File: config.mk
export PLATFORM = sky130hd
export DESIGN_NAME = nash_core_xp
export DESIGN_NICKNAME = d
export VERILOG_FILES = /design/src/rtl/nash_core_xp.sv
export SDC_FILE = /design/constraint.sdc
export NUM_CORES = 1
export LEC_CHECK = 0
export ABC_AREA = 1
export CORE_ASPECT_RATIO = 1.75
export CORE_UTILIZATION = 58
export DETAILED_ROUTE_END_ITERATION = 10
export GPL_ROUTABILITY_DRIVEN = 0
export PLACE_DENSITY = 0.79
export REMOVE_ABC_BUFFERS = 1
export SETUP_SLACK_MARGIN = 0.02
export SKIP_LAST_GASP = 1
export SLEW_MARGIN = 20
export SYNTH_ARGS = -nofsm -noshare
export SYNTH_HDL_FRONTEND = slang
export SYNTH_SLANG_ARGS = --single-unit
File: constraint.sdc
create_clock -name clk -period 2.01 [get_ports clk]
set_clock_uncertainty 0.1 [all_clocks]
set_input_delay 0.3015 -clock clk [delete_from_list [all_inputs] [get_ports clk]]
set_output_delay 0.3015 -clock clk [all_outputs]
set_load 0.02 [all_outputs]
File: src/rtl/nash_core_xp.sv
// nash_core_xp: two-path (red/blue) Nash-style keystream machine with a
// configurable state count and history depth. Tables are loaded one entry at
// a time; the keystream is XORed with a bit stream. Ciphertext feedback makes
// decryption self-synchronising. The output is registered and uses a
// valid/ready handshake.
module nash_core_xp #(
  parameter int NUM_STATES = 8,
  parameter int STATE_W    = 4,
  parameter int HIST_DEPTH = 8
) (
  input  logic               clk,
  input  logic               rst_n,
  input  logic               cfg_we,
  input  logic [STATE_W-1:0] cfg_addr,
  input  logic [STATE_W-1:0] cfg_red_next,
  input  logic [STATE_W-1:0] cfg_blue_next,
  input  logic               cfg_red_inv,
  input  logic               cfg_blue_inv,
  input  logic               cfg_start,
  output logic               cfg_err,
  input  logic               mode,
  output logic               running,
  input  logic               in_valid,
  output logic               in_ready,
  input  logic               in_data,
  output logic               out_valid,
  input  logic               out_ready,
  output logic               out_data,
  output logic [STATE_W-1:0] dbg_state,
  output logic               dbg_path_select
);

  // Lookups are done over the full 2^STATE_W index range so that indexing with
  // a state value never needs a width change; rows past NUM_STATES read zero.
  localparam int TAB_N = 1 << STATE_W;
  localparam logic [STATE_W:0] NS_LIM = (STATE_W + 1)'(NUM_STATES);

  typedef enum logic {
    ST_CONFIG = 1'b0,
    ST_RUN    = 1'b1
  } fsm_t;

  fsm_t                  fsm_q, fsm_d;
  logic [STATE_W-1:0]    state_q, state_d;
  logic [HIST_DEPTH-1:0] hist_q, hist_d;
  logic                  path_q, path_d;
  logic                  mode_q, mode_d;
  logic                  err_q, err_d;
  logic                  out_valid_q, out_valid_d;
  logic                  out_data_q, out_data_d;

  logic [STATE_W-1:0]    red_tab  [TAB_N];
  logic [STATE_W-1:0]    blue_tab [TAB_N];
  logic [TAB_N-1:0]      red_inv_tab;
  logic [TAB_N-1:0]      blue_inv_tab;
  logic [TAB_N-1:0]      hist_win;

  logic                  cfg_bad;
  logic                  tab_we;
  logic                  accept;
  logic                  key_bit;
  logic                  out_bit;
  logic                  fb_bit;

  // Any out-of-range index or next-state makes the whole write invalid, so the
  // machine can never be steered outside 0..NUM_STATES-1.
  assign cfg_bad = ({1'b0, cfg_addr} >= NS_LIM) ||
                   ({1'b0, cfg_red_next} >= NS_LIM) ||
                   ({1'b0, cfg_blue_next} >= NS_LIM);
  assign tab_we  = cfg_we && !cfg_bad;

  genvar gi;
  generate
    for (gi = 0; gi < TAB_N; gi++) begin : g_tab
      if (gi < NUM_STATES) begin : g_live
        localparam logic [STATE_W-1:0] RST_NEXT = STATE_W'((gi + 1) % NUM_STATES);
        logic [STATE_W-1:0] red_q;
        logic [STATE_W-1:0] blue_q;
        logic               red_inv_q;
        logic               blue_inv_q;

        // Table entry: identity ring after reset, replaced by a valid config write
        always_ff @(posedge clk) begin
          if (!rst_n) begin
            red_q      <= RST_NEXT;
            blue_q     <= RST_NEXT;
            red_inv_q  <= 1'b0;
            blue_inv_q <= 1'b0;
          end else if (tab_we && (cfg_addr == STATE_W'(gi))) begin
            red_q      <= cfg_red_next;
            blue_q     <= cfg_blue_next;
            red_inv_q  <= cfg_red_inv;
            blue_inv_q <= cfg_blue_inv;
          end
        end

        assign red_tab[gi]      = red_q;
        assign blue_tab[gi]     = blue_q;
        assign red_inv_tab[gi]  = red_inv_q;
        assign blue_inv_tab[gi] = blue_inv_q;
        // Only the first NUM_STATES history taps can ever be selected as key.
        assign hist_win[gi]     = hist_q[gi];
      end else begin : g_pad
        assign red_tab[gi]      = '0;
        assign blue_tab[gi]     = '0;
        assign red_inv_tab[gi]  = 1'b0;
        assign blue_inv_tab[gi] = 1'b0;
        assign hist_win[gi]     = 1'b0;
      end
    end
  endgenerate

  // The output slot frees up in the same cycle it is drained.
  assign in_ready = (fsm_q == ST_RUN) && (!out_valid_q || out_ready);
  assign accept   = in_valid && in_ready;

  // Key is the history tap picked by the current state, optionally inverted by
  // the flag belonging to the currently selected path.
  assign key_bit = hist_win[state_q] ^
                   (path_q ? red_inv_tab[state_q] : blue_inv_tab[state_q]);
  assign out_bit = in_data ^ key_bit;
  // Feedback is always the ciphertext: the input when decrypting, the output
  // when encrypting. This is what lets a decryptor recover after bit errors.
  assign fb_bit  = mode_q ? in_data : out_bit;

  // Next-state logic: config actions take priority over the data path
  always_comb begin
    fsm_d       = fsm_q;
    state_d     = state_q;
    hist_d      = hist_q;
    path_d      = path_q;
    mode_d      = mode_q;
    err_d       = err_q;
    out_valid_d = out_valid_q;
    out_data_d  = out_data_q;

    if (cfg_we && cfg_bad) begin
      err_d = 1'b1;
    end

    if (cfg_start) begin
      // A simultaneous write has already been applied to the table this edge,
      // so the machine starts with the new entry.
      fsm_d       = ST_RUN;
      state_d     = '0;
      hist_d      = '0;
      path_d      = 1'b0;
      out_valid_d = 1'b0;
      err_d       = 1'b0;
      mode_d      = mode;
    end else if (cfg_we) begin
      fsm_d       = ST_CONFIG;
      out_valid_d = 1'b0;
    end else if (accept) begin
      state_d     = path_q ? red_tab[state_q] : blue_tab[state_q];
      hist_d      = {hist_q[HIST_DEPTH-2:0], fb_bit};
      path_d      = fb_bit;
      out_data_d  = out_bit;
      out_valid_d = 1'b1;
    end else if (out_ready) begin
      out_valid_d = 1'b0;
    end
  end

  // State register for the FSM, cipher state and output slot
  always_ff @(posedge clk) begin
    if (!rst_n) begin
      fsm_q       <= ST_CONFIG;
      state_q     <= '0;
      hist_q      <= '0;
      path_q      <= 1'b0;
      mode_q      <= 1'b0;
      err_q       <= 1'b0;
      out_valid_q <= 1'b0;
      out_data_q  <= 1'b0;
    end else begin
      fsm_q       <= fsm_d;
      state_q     <= state_d;
      hist_q      <= hist_d;
      path_q      <= path_d;
      mode_q      <= mode_d;
      err_q       <= err_d;
      out_valid_q <= out_valid_d;
      out_data_q  <= out_data_d;
    end
  end

  assign cfg_err         = err_q;
  assign running         = (fsm_q == ST_RUN);
  assign out_valid       = out_valid_q;
  assign out_data        = out_data_q;
  assign dbg_state       = state_q;
  assign dbg_path_select = path_q;

endmodule

==> results of run 1 <==
kinds of logic after synthesis:
| family | count (synthesis) | synth area share (%) |
|---|---|---|
| and+or+nand+nor | 235 | 24.5 |
| AOI/OAI and AO/OA | 168 | 21.9 |
| buffers and inverters | 101 | 9.89 |
| DFF | 97 | 43.7 |
registers in the layout, indices dropped and copies added (netlist names):
register                 count
g_tab.g_live.blue_q         32
g_tab.g_live.red_q          32
g_tab.g_live.blue_inv_q      8
g_tab.g_live.red_inv_q       8
hist_q                       8
dbg_state                    4
cfg_err                      1
mode_q                       1
out_data                     1
out_valid                    1
running                      1
power by group:
part	switching, W	total [W]	internal [W]
clock network	0.000706	0.00189	0.00119
registers	0.00000929	0.00195	0.00194
logic	0.000154	0.000246	0.0000922
total	0.000869	0.00409	0.00322
layer usage:
metal	share of wire, %	vias up	track usage (%)
li1	-	2044	-
met1	39	1965	34.1
met2	52	139	53.1
met3	4.6	37	5.33
met4	4.4	0	18.4
met5	0	-	0
path summary, 6_finish.rpt:
path                            cells past startpoint                   endpoint                 startpoint  slack (ns)
worst max-delay path                                1            dbg_path_select                  hist_q[0]        0.11
worst min-delay path                                2  g_tab[6].g_live.blue_q[3]  g_tab[6].g_live.blue_q[3]        0.34
worst max register to register                     11                   out_data               dbg_state[0]        0.23
worst min register to register                      2  g_tab[6].g_live.blue_q[3]  g_tab[6].g_live.blue_q[3]        0.34
cells in the mapped netlist (7+ instances only):
library cell               instances
sky130_fd_sc_hd__clkbuf_1         22
sky130_fd_sc_hd__nand2_1         103
sky130_fd_sc_hd__o21ai_1          21
sky130_fd_sc_hd__dfxtp_1          97
sky130_fd_sc_hd__o211ai_2          8
sky130_fd_sc_hd__a21oi_1          47
sky130_fd_sc_hd__o22ai_1           9
sky130_fd_sc_hd__inv_1            52
sky130_fd_sc_hd__nor3_1            7
sky130_fd_sc_hd__buf_2             8
sky130_fd_sc_hd__inv_2            11
sky130_fd_sc_hd__nor2_1           68
sky130_fd_sc_hd__o21ai_0          66
sky130_fd_sc_hd__nand3_1          44
timing repair:
action                                 CTS  global route
gates resized for setup                  0             4
buffers inserted                         0             0
setup endpoints to repair                0             3
endpoints found under the hold margin    0             0
layout make-up:
class	instances	area, um^2	area share (%)
Multi-Input combinational cell	403	2060	39.4
Tap cell	86	108	2.06
Inverter	65	249	4.77
Clock buffer	13	270	5.18
Clock inverter	2	60.1	1.15
Sequential cell	97	1940	37.3
Timing Repair Buffer	60	529	10.1
through the flow:
step	total power, W	instances	util [%]	setup TNS (ns)
floorplan	0.00210	565	-	-3.68
global placement	0.00223	711	67.0	-4.87
detailed placement	0.00223	711	67.0	-7.02
CTS	0.00410	726	71.5	0
global route	0.00420	726	71.6	0
finish	0.00409	726	71.6	0
==> run summary, run 1 <==
The post-place instance area is 4880 um^2. The worst setup path is launched from a register. Setup slack closes at 0.113 ns.

Ranked by total cell area, the synthesized netlist is headed by sky130_fd_sc_hd__dfxtp_1, sky130_fd_sc_hd__nand2_1, sky130_fd_sc_hd__o21ai_0. The number of nets in the finished design came out at 658. The number of antenna violations at the first check in global routing came to 0. Measured against its own limit, the worst slew margin works out to 72.6%.

The number of buffers created by CTS is 9. The die outline width came out at between 60 and 70 um. Once layout is done, the placed cells without fillers occupy 5220 um^2. Setup violations remaining at the end of the flow were counted as 0. The worst-path maximum fanout is 7. Global routing used 31.1% of the available tracks across all layers. The remaining antenna violation count is 0. The count of clock tree sinks came out at 97. The clock transition at the registers of the reported paths came out at 0.06 ns.

Setup repair after global routing left no endpoint under its margin. The worst hold path belongs to the class register to register. From synthesis to final layout, the design area changed by 17.6%.

The slowest stage of the critical path is the sky130_fd_sc_hd__clkdlybuf4s50_1 cell. The filler cell count in the final layout came out at 627. The routed via count is about 4.2k. The most common cell after layout, fill and taps aside is sky130_fd_sc_hd__nand2_1. The highest clock frequency the design can meet is 527 MHz. The worst IR drop on VDD is 677 uV. The final max-slew violation count came out at 0.

The first routing iteration left 259 violations. The antenna cell count is 0. Sequential elements use 43.7% of the synthesized area. The static leakage power is approximately 2.3 nW.

After floorplanning, the core was divided into 41 placement rows. The fraction of layout instances using a drive strength above 1 came out at 13.6%. The largest single stage delay on the critical path is 0.66 ns. The portion of synthesized cell area occupied by the leading cell type is a little over two fifths. Summed over all nets, the half-perimeter wirelength after detailed placement is 8120 um.

The cell type group with the largest total delay on the critical path is buffers and inverters. The number of buffers between clock root and the deepest sink is 2. The wire length of the first global-routing pass is 18900 um. The deepest level of the CTS H-tree came out at 3. The final wirelength came out at around 11000 um. The final period utilization is 94.4%. The worst hold-check slack is 0.336 ns. TritonCTS built the clock tree.

The root buffer cell chosen for the clock tree is sky130_fd_sc_hd__clkbuf_16. Measured along the y axis, the die boundary spans 118 um. The routed via count divided by cell count is 5.76. The total I/O pin count came out at 32. The cell area power density came out at 783 nW/um^2. Summed over all layers, the global routing overflow is 0. The worst setup slack after placement came out at -0.188 ns. For this run, asynchronously set or reset flops after synthesis account for 0%. The max-cap check violation count came out at 0. In this run the tool buffered the top-level ports with 31 buffer cells.

The library cells used most frequently in the layout, excluding fill and tap cells, are sky130_fd_sc_hd__nand2_1, sky130_fd_sc_hd__dfxtp_1, sky130_fd_sc_hd__nor2_1, sky130_fd_sc_hd__o21ai_0, sky130_fd_sc_hd__inv_1. The initial standard-cell utilization of the core came out at between 60% and 70%. The run finished with clean final reports. The worst setup path is captured at an output port.

The number of synthesized register bits came out at 97. The per-instance average area after synthesis is 7.39 um^2. Clock latency on the worst-skew pair, taken at its later pin, is 0.35 ns.

The via count of the first global-routing pass is between 4k and 5k. The worst endpoint required time came out at 1.61 ns. The number of library cell types mapped by synthesis is 26. The floorplan step defined a die boundary enclosing 8020 um^2. The largest net degree at the start of global routing is 42. The slew of the pin with the lowest slew margin came out at 0.406 ns. The number of buffers inserted for hold repair after clock tree synthesis came out at 0. After synthesis the cells add up to 4440 um^2. The area of the core region is between 7000 and 8000 um^2. The number of remaining DRC errors came out at 0.

The critical path start-end classification is register to output port. The number of hold violations in the final report is 0. Counting flops with a built-in enable in the synthesized netlist gives 0. Dividing the detail-routed wire length by the instance count gives 15.7 um. The worst path in the final design needs a cycle of roughly 1.9 ns, including I/O delays and setup. The critical path buffer and inverter count is 1. The cell count after synthesis is 601. sky130_fd_sc_hd__dfxtp_1 takes more of the synthesized area than any other cell.

In the synthesized netlist the dominant register cell turns out to be sky130_fd_sc_hd__dfxtp_1. The number of optimization iterations in the first detailed-route pass is 7. The endpoint arrival time on the critical path came out at ~1.5 ns. Traced cell by cell, the critical path runs through clkdlybuf4s50_1. The number of synthesis warnings came out at 0.
No activity file was read; power rests on OpenSTA's default activity.
==> inputs of run 2 (changes only) <==
--- a/config.mk
+++ b/config.mk
@@ -12,7 +12,7 @@
 export GPL_ROUTABILITY_DRIVEN = 0
 export PLACE_DENSITY = 0.79
 export REMOVE_ABC_BUFFERS = 1
-export SETUP_SLACK_MARGIN = 0.02
+export SETUP_SLACK_MARGIN = 0.2
 export SKIP_LAST_GASP = 1
 export SLEW_MARGIN = 20
 export SYNTH_ARGS = -nofsm -noshare
==> run summary, run 2 (synthesized netlist as in run 1, its figures left out) <==
The HPWL after detailed placement came out at slightly above 8000 um. The slew of the pin with the lowest slew margin came out at 0.438 ns. The worst reg2reg path depth is 12. The largest net degree at the start of global routing is 42. TritonCTS built the clock tree. For this run, the top clock speed supported by timing is 573 MHz. Global routing used 31.2% of the available tracks.

The number of optimization iterations in the first detailed-route pass is 7. The count of cells in the finished layout, fillers not included, comes to 735. The worst-path maximum fanout is 4. Setup repair after global routing could not meet its margin everywhere. For this block, the routed nets add up to 11700 um of wire.

The initial standard-cell utilization of the core came out at between 60% and 70%. The library cell used most frequently in the layout, excluding fill and tap cells, is sky130_fd_sc_hd__nand2_1. The clock network latency to the later pin of the worst-skew pair is 0.35 ns. The shortest period the worst path allows came out at 1.74 ns.

Pin placement for this block handled 32 I/O pins. The largest registers in the layout are g_tab.g_live.blue_q: 32 flops, g_tab.g_live.red_q: 32 flops. STA classifies the critical path endpoint as an output port.

Walking the worst path, the cells encountered are clkdlybuf4s50_1. The hold path startpoint is cfg_blue_next[3]. Counting the buffers created by CTS gives 9.

The worst register-to-register path begins at dbg_state[0]. The number of remaining DRC errors is 0. Setup violations remaining at the end of the flow were counted as 0. The routed via count divided by cell count is just under 6. The number of buffers between clock root and the deepest sink came out at 2. The final max-slew violation count is 0.

The worst endpoint required time came out at 1.61 ns. The cell area power density is 759 nW/um^2. The cell type of the slowest stage on the worst timing path is sky130_fd_sc_hd__clkdlybuf4s50_1. The total area inside the core boundary comes to 7280 um^2.

The worst min-delay path category is input pin to register. Across the run, the number of max-cap violations was 0. The fraction of layout instances using a drive strength above 1 is 15.4%.

The relative slew slack is 70.7%. The final period utilization is between 80 and 90%. The clock transition at the registers of the reported paths is 0.07 ns. The critical path buffer and inverter count is 1. The via count of the first global-routing pass came to 4217.

The worst register-to-register path ends at out_data. Cells fill around three quarters of the core in the end. The worst IR drop on VDD came out at 678 uV. After the last flow step, the layout net total stands at between 600 and 700. The deepest level of the CTS H-tree is 3. The worst hold-check slack came out at 0.250 ns.

The run finished with clean final reports. Data on the critical path arrives at its endpoint at 1.34 ns. The instance count along the most critical hold path is 4. The die is between 60 and 70 um wide. The violation count after the first detailed-route iteration is 310. Grouping stages by cell kind, the critical path spends the most delay in buffers and inverters. The remaining antenna violation count is 0. The library cells used most frequently in the layout, excluding fill and tap cells, are sky130_fd_sc_hd__nand2_1, sky130_fd_sc_hd__dfxtp_1, sky130_fd_sc_hd__nor2_1, sky130_fd_sc_hd__o21ai_0, sky130_fd_sc_hd__inv_1. The wire length of the first global-routing pass is 18900 um. For hold timing, the worst endpoint is cfg_err.

The full die area is 8020 um^2. The routed via count came out at 4236. The worst-case register-to-register setup slack came out at 0.29 ns.

The number of buffer cells added on primary ports is 31. In this run, placement finished with an instance count of about 710. CTS saw 97 sinks. The remaining global-route overflow is 0. The floorplan step set the die height to 118 um. The buffer cell driving the clock tree root is sky130_fd_sc_hd__clkbuf_16. The row count is 41. The antenna cell count is 0. The number of antenna violations at the first check in global routing came out at 0. For this run, the slowest stage of the critical path takes approximately 0.62 ns.

The average wire length per cell after detail routing came out at between 15 and 20 um. The static leakage power came out at 2.40 nW. By startpoint and endpoint, the worst setup path is classified as register to output port. The worst setup path is launched from a register. The number of hold violations in the final report came out at 0. From synthesis to final layout, the design area changed by 21.3%.
[run 2: cell type report]
class / instances / area (um^2)
inverters: 65 / 262
flip-flops and latches: 97 / 1950
clock buffers: 13 / 270
clock inverters: 2 / 60.1
repair inverters: 1 / 7.51
fillers: 585 / 1900
well taps: 86 / 108
multi-input cells: 403 / 2080
repair buffers: 68 / 653
[run 2: metrics by stage]
step           area [um^2]  setup TNS (ns)  setup slack [ns]  power (W)
3_5_place_dp          4880           -7.02            -0.188    0.00223
2_1_floorplan         4250           -3.68            -0.749    0.00210
4_1_cts               5220               0             0.183    0.00410
5_1_grt               5390               0             0.145    0.00421
3_3_place_gp          4880           -4.87            -0.151    0.00223
6_report              5390               0             0.266    0.00409
[run 2: timing repair]
| action | CTS | global route |
|---|---|---|
| resized for setup | 11 | 26 |
| gates cloned | 0 | 2 |
| hold buffers | 0 | 0 |
| setup buffers | 1 | 6 |
| pin swaps | 1 | 9 |
| setup endpoints to repair | 9 | 66 |
[run 2: layer usage]
metal  GRT usage, %  wire (um)
met5              0          0
met4           20.1        526
met3           5.62        603
met2           52.3       6170
met1           34.0       4390
[run 2: worst max path at each step]
| stage | from | to | slack [ns] | cells past startpoint |
|---|---|---|---|---|
| CTS | cfg_blue_next[3] | g_tab[3].g_live.blue_q[1] | 0.18 | 10 |
| floorplan | dbg_state[0] | out_data | -0.75 | 11 |
| finish | dbg_state[3] | dbg_state[3] | 0.27 | 1 |
| detailed placement | cfg_blue_next[3] | g_tab[2].g_live.red_inv_q | -0.19 | 10 |
| global route | dbg_state[0] | out_data | 0.14 | 12 |
| global placement | cfg_blue_next[3] | g_tab[3].g_live.red_inv_q | -0.15 | 10 |
[run 2: report_power, final]
part           internal (W)  switching [W]  total, W
Sequential          0.00194     0.00000966   0.00195
Clock               0.00119       0.000699   0.00189
Combinational     0.0000981       0.000158  0.000257
==> inputs of run 3 (changes only) <==
--- a/config.mk
+++ b/config.mk
@@ -7,10 +7,11 @@
 export LEC_CHECK = 0
 export ABC_AREA = 1
 export CORE_ASPECT_RATIO = 1.75
-export CORE_UTILIZATION = 58
+export CORE_UTILIZATION = 61
+export CTS_BUF_LIST = sky130_fd_sc_hd__clkbuf_4 sky130_fd_sc_hd__clkbuf_8
 export DETAILED_ROUTE_END_ITERATION = 10
 export GPL_ROUTABILITY_DRIVEN = 0
-export PLACE_DENSITY = 0.79
+export PLACE_DENSITY = 0.82
 export REMOVE_ABC_BUFFERS = 1
 export SETUP_SLACK_MARGIN = 0.2
 export SKIP_LAST_GASP = 1
==> run summary, run 3 (synthesized netlist as in run 1, its figures left out) <==
The cell type of the slowest stage on the worst timing path is sky130_fd_sc_hd__dfxtp_4. The average wire length per cell after detail routing came out at ~16 um. The relative slew slack came out at 68.3%. After floorplanning, the core was divided into 40 placement rows. The worst reg2reg path depth came out at 13.

The worst IR drop on VDD is 652 uV. The cell family contributing the most delay on the critical path is simple AND/OR/NAND/NOR gates. Global routing finished with a remaining overflow of 0. Global routing consumed, over all layers together, 31.6% of the routing resources.

Walking the worst path, the cells encountered are buf_12 -> nand2_1 -> o21ai_4 -> nand2_2 -> nand3_1 -> nand3_2 -> nand2_1 -> nand2_1 -> nand3_1 -> nand2_1 -> nand2_1 -> o21ai_0 -> inv_1. Tracing the worst setup path back leads to its startpoint at dbg_state[0]. After detailed routing, the number of remaining DRC violations is 0. The fraction of layout instances using a drive strength above 1 came out at 15.7%. The via count of the first global-routing pass came to ~4k. The filler cell count in the final layout came out at 524. By startpoint and endpoint, the worst setup path is classified as register to register. Prior to clock tree synthesis, the placed netlist has a worst setup slack of -0.221 ns. The clock reaches the later pin of the worst-skew pair after approximately 0.38 ns. The routed via count divided by cell count is 5.67. The endpoint arrival time on the critical path came out at between 1.5 and 2 ns.

The HPWL after detailed placement came out at 7880 um. The capture instance of the worst register-to-register path is out_data. For flop-to-flop paths, the worst setup slack is ~0.21 ns. The worst endpoint required time is approximately 2.2 ns. The post-synthesis to final-layout area growth is 18.5%.

The critical path buffer and inverter count is 2. Before antenna repair, the detailed router went through 5 iterations. In this run, the number of DRC markers left after iteration 0 of detailed routing was 255. The number of hold violations in the final report is 0.

The delay of the slowest critical-path stage came out at around 0.40 ns. The number of buffers between clock root and the deepest sink is 2. TritonCTS created 9 clock buffers. The highest clock frequency the design can meet came out at 556 MHz.

The final wirelength came out at 11500 um. The floorplan die height came out at 115 um. The largest net degree at the start of global routing is 49. The number of nets in the finished design is approximately 660.

The cell area power density is 666 nW/um^2. The tightest min-delay check is of the input pin to register type. The die outline width is 66.5 um. Setup repair after global routing could not meet its margin everywhere. The instance count along the most critical hold path is 4. The area of the core region is 6960 um^2.

The shortest period the worst path allows came out at 1.80 ns. Detailed routing inserted a total of between 4k and 5k vias. The final period utilization came out at about nine tenths. The accumulated negative setup slack is 0 ns.

The initial standard-cell utilization of the core is between 60% and 70%. The static leakage power came out at 2.39 nW. The tree built by TritonCTS fans out to slightly below 100 sinks. The wire length of the first global-routing pass is 17900 um. The max-cap check violation count came out at 0. The deepest level of the CTS H-tree came out at 3. Leaving out fill and tap cells, the most frequent cell in the layout is sky130_fd_sc_hd__nand2_1. The number of antenna violations at the first check in global routing is 0.

In this run the most critical hold path is launched from cfg_red_next[3]. For hold timing, the worst endpoint is cfg_err. The capturing element type of the critical path is a register. The final max-slew violation count is 0. TritonCTS built the clock tree. The count of nets left with antenna violations once routing finished came out at 0. By instance count, the cell type seen most on the critical path is sky130_fd_sc_hd__nand2_1.

The number of buffer cells added on primary ports is 31. The clock transition at the registers of the reported paths is 0.09 ns. The antenna cell count is 0. The top cell types in the final layout, fill and taps aside, are sky130_fd_sc_hd__nand2_1, sky130_fd_sc_hd__dfxtp_1, sky130_fd_sc_hd__nor2_1, sky130_fd_sc_hd__o21ai_0, sky130_fd_sc_hd__inv_1. In the post-route analysis, the smallest setup slack over all paths is 0.210 ns. The worst register-to-register path begins at dbg_state[0].

The largest registers in the layout are g_tab.g_live.blue_q: 32 flops, g_tab.g_live.red_q: 32 flops. The buffer cell driving the clock tree root is sky130_fd_sc_hd__clkbuf_8. STA classifies the critical path startpoint as a register. The number of setup violations in the final report is 0. 32 I/O pins were placed. The flow ran to the end, and the final reports show no timing, DRC or antenna violations. The full die area is 7640 um^2. At the pin with the least slew margin, the transition time is about 0.48 ns. The worst-path maximum fanout is 8.
[run 3: cell count changes in the layout (fill, tap and decap cells not counted), moves of 4 or more]
cell	previous run	this run
sky130_fd_sc_hd__buf_6	7	1
sky130_fd_sc_hd__clkbuf_8	3	11
sky130_fd_sc_hd__o21ai_0	60	64
sky130_fd_sc_hd__clkbuf_16	10	2
[run 3: how the worst max path moves through the flow]
stage	endpoint	slack (ns)	cells after the start
floorplan	out_data	-0.75	11
global placement	g_tab[0].g_live.blue_inv_q	-0.14	10
detailed placement	g_tab[3].g_live.red_inv_q	-0.22	10
CTS	dbg_path_select	0.13	1
global route	out_data	0.09	13
finish	out_data	0.21	13
[run 3: metal layers]
| metal | wire (um) | vias up | global-route usage, % | share of wire (%) |
|---|---|---|---|---|
| li1 | - | 2058 | - | - |
| met1 | 4370 | 1899 | 33.7 | 38 |
| met2 | 6080 | 142 | 55.7 | 53 |
| met3 | 681 | 34 | 7.04 | 5.9 |
| met4 | 416 | 0 | 17.9 | 3.6 |
| met5 | 0 | - | 0 | 0 |
[run 3: repair_timing]
| item | in CTS | in global routing |
|---|---|---|
| gates resized for setup | 8 | 24 |
| setup endpoints to repair | 7 | 32 |
| hold buffers | 0 | 0 |
| gates cloned | 0 | 3 |
| buffers inserted | 0 | 4 |
| pin swaps | 1 | 4 |
[run 3: metrics by stage]
stage	area [um^2]	total power (W)	util, %	hold WS (ns)	std cells
after floorplan	4250	0.00210	-	0.277	565
after global placement	4900	0.00223	70.4	0.320	707
after detailed placement	4900	0.00223	70.4	0.328	707
after CTS	5100	0.00351	73.3	0.275	722
after global routing	5260	0.00361	75.6	0.225	729
final	5260	0.00350	75.6	0.206	729
[run 3: final cells by class]
type / instances / area (um^2) / share of cell area [%]
Timing Repair inverter: 1 / 7.51 / 0.143
Multi-Input combinational cell: 403 / 2100 / 39.9
Tap cell: 84 / 105 / 2.00
Inverter: 65 / 262 / 4.97
Clock buffer: 12 / 159 / 3.02
Clock inverter: 3 / 40.0 / 0.761
Sequential cell: 97 / 1950 / 37.0
Timing Repair Buffer: 64 / 639 / 12.2
[run 3: worst register-to-register path: stages (launching register included)]
cell and delay [ns]:
sky130_fd_sc_hd__dfxtp_4 0.40, sky130_fd_sc_hd__buf_12 0.15, sky130_fd_sc_hd__nand2_1 0.12, sky130_fd_sc_hd__o21ai_4 0.08
sky130_fd_sc_hd__nand2_2 0.07, sky130_fd_sc_hd__nand3_1 0.12, sky130_fd_sc_hd__nand3_2 0.12, sky130_fd_sc_hd__nand2_1 0.06
sky130_fd_sc_hd__nand2_1 0.09, sky130_fd_sc_hd__nand3_1 0.08, sky130_fd_sc_hd__nand2_1 0.08, sky130_fd_sc_hd__nand2_1 0.06
sky130_fd_sc_hd__o21ai_0 0.14, sky130_fd_sc_hd__inv_1 0.05
[run 3: report_power, final]
group	total, W	switching [W]	leakage, nW	internal [W]
clock	0.00131	0.000661	0.106	0.000647
sequential	0.00195	0.0000103	0.786	0.00194
combinational	0.000250	0.000155	1.50	0.0000948
total	0.00350	0.000827	2.39	0.00268
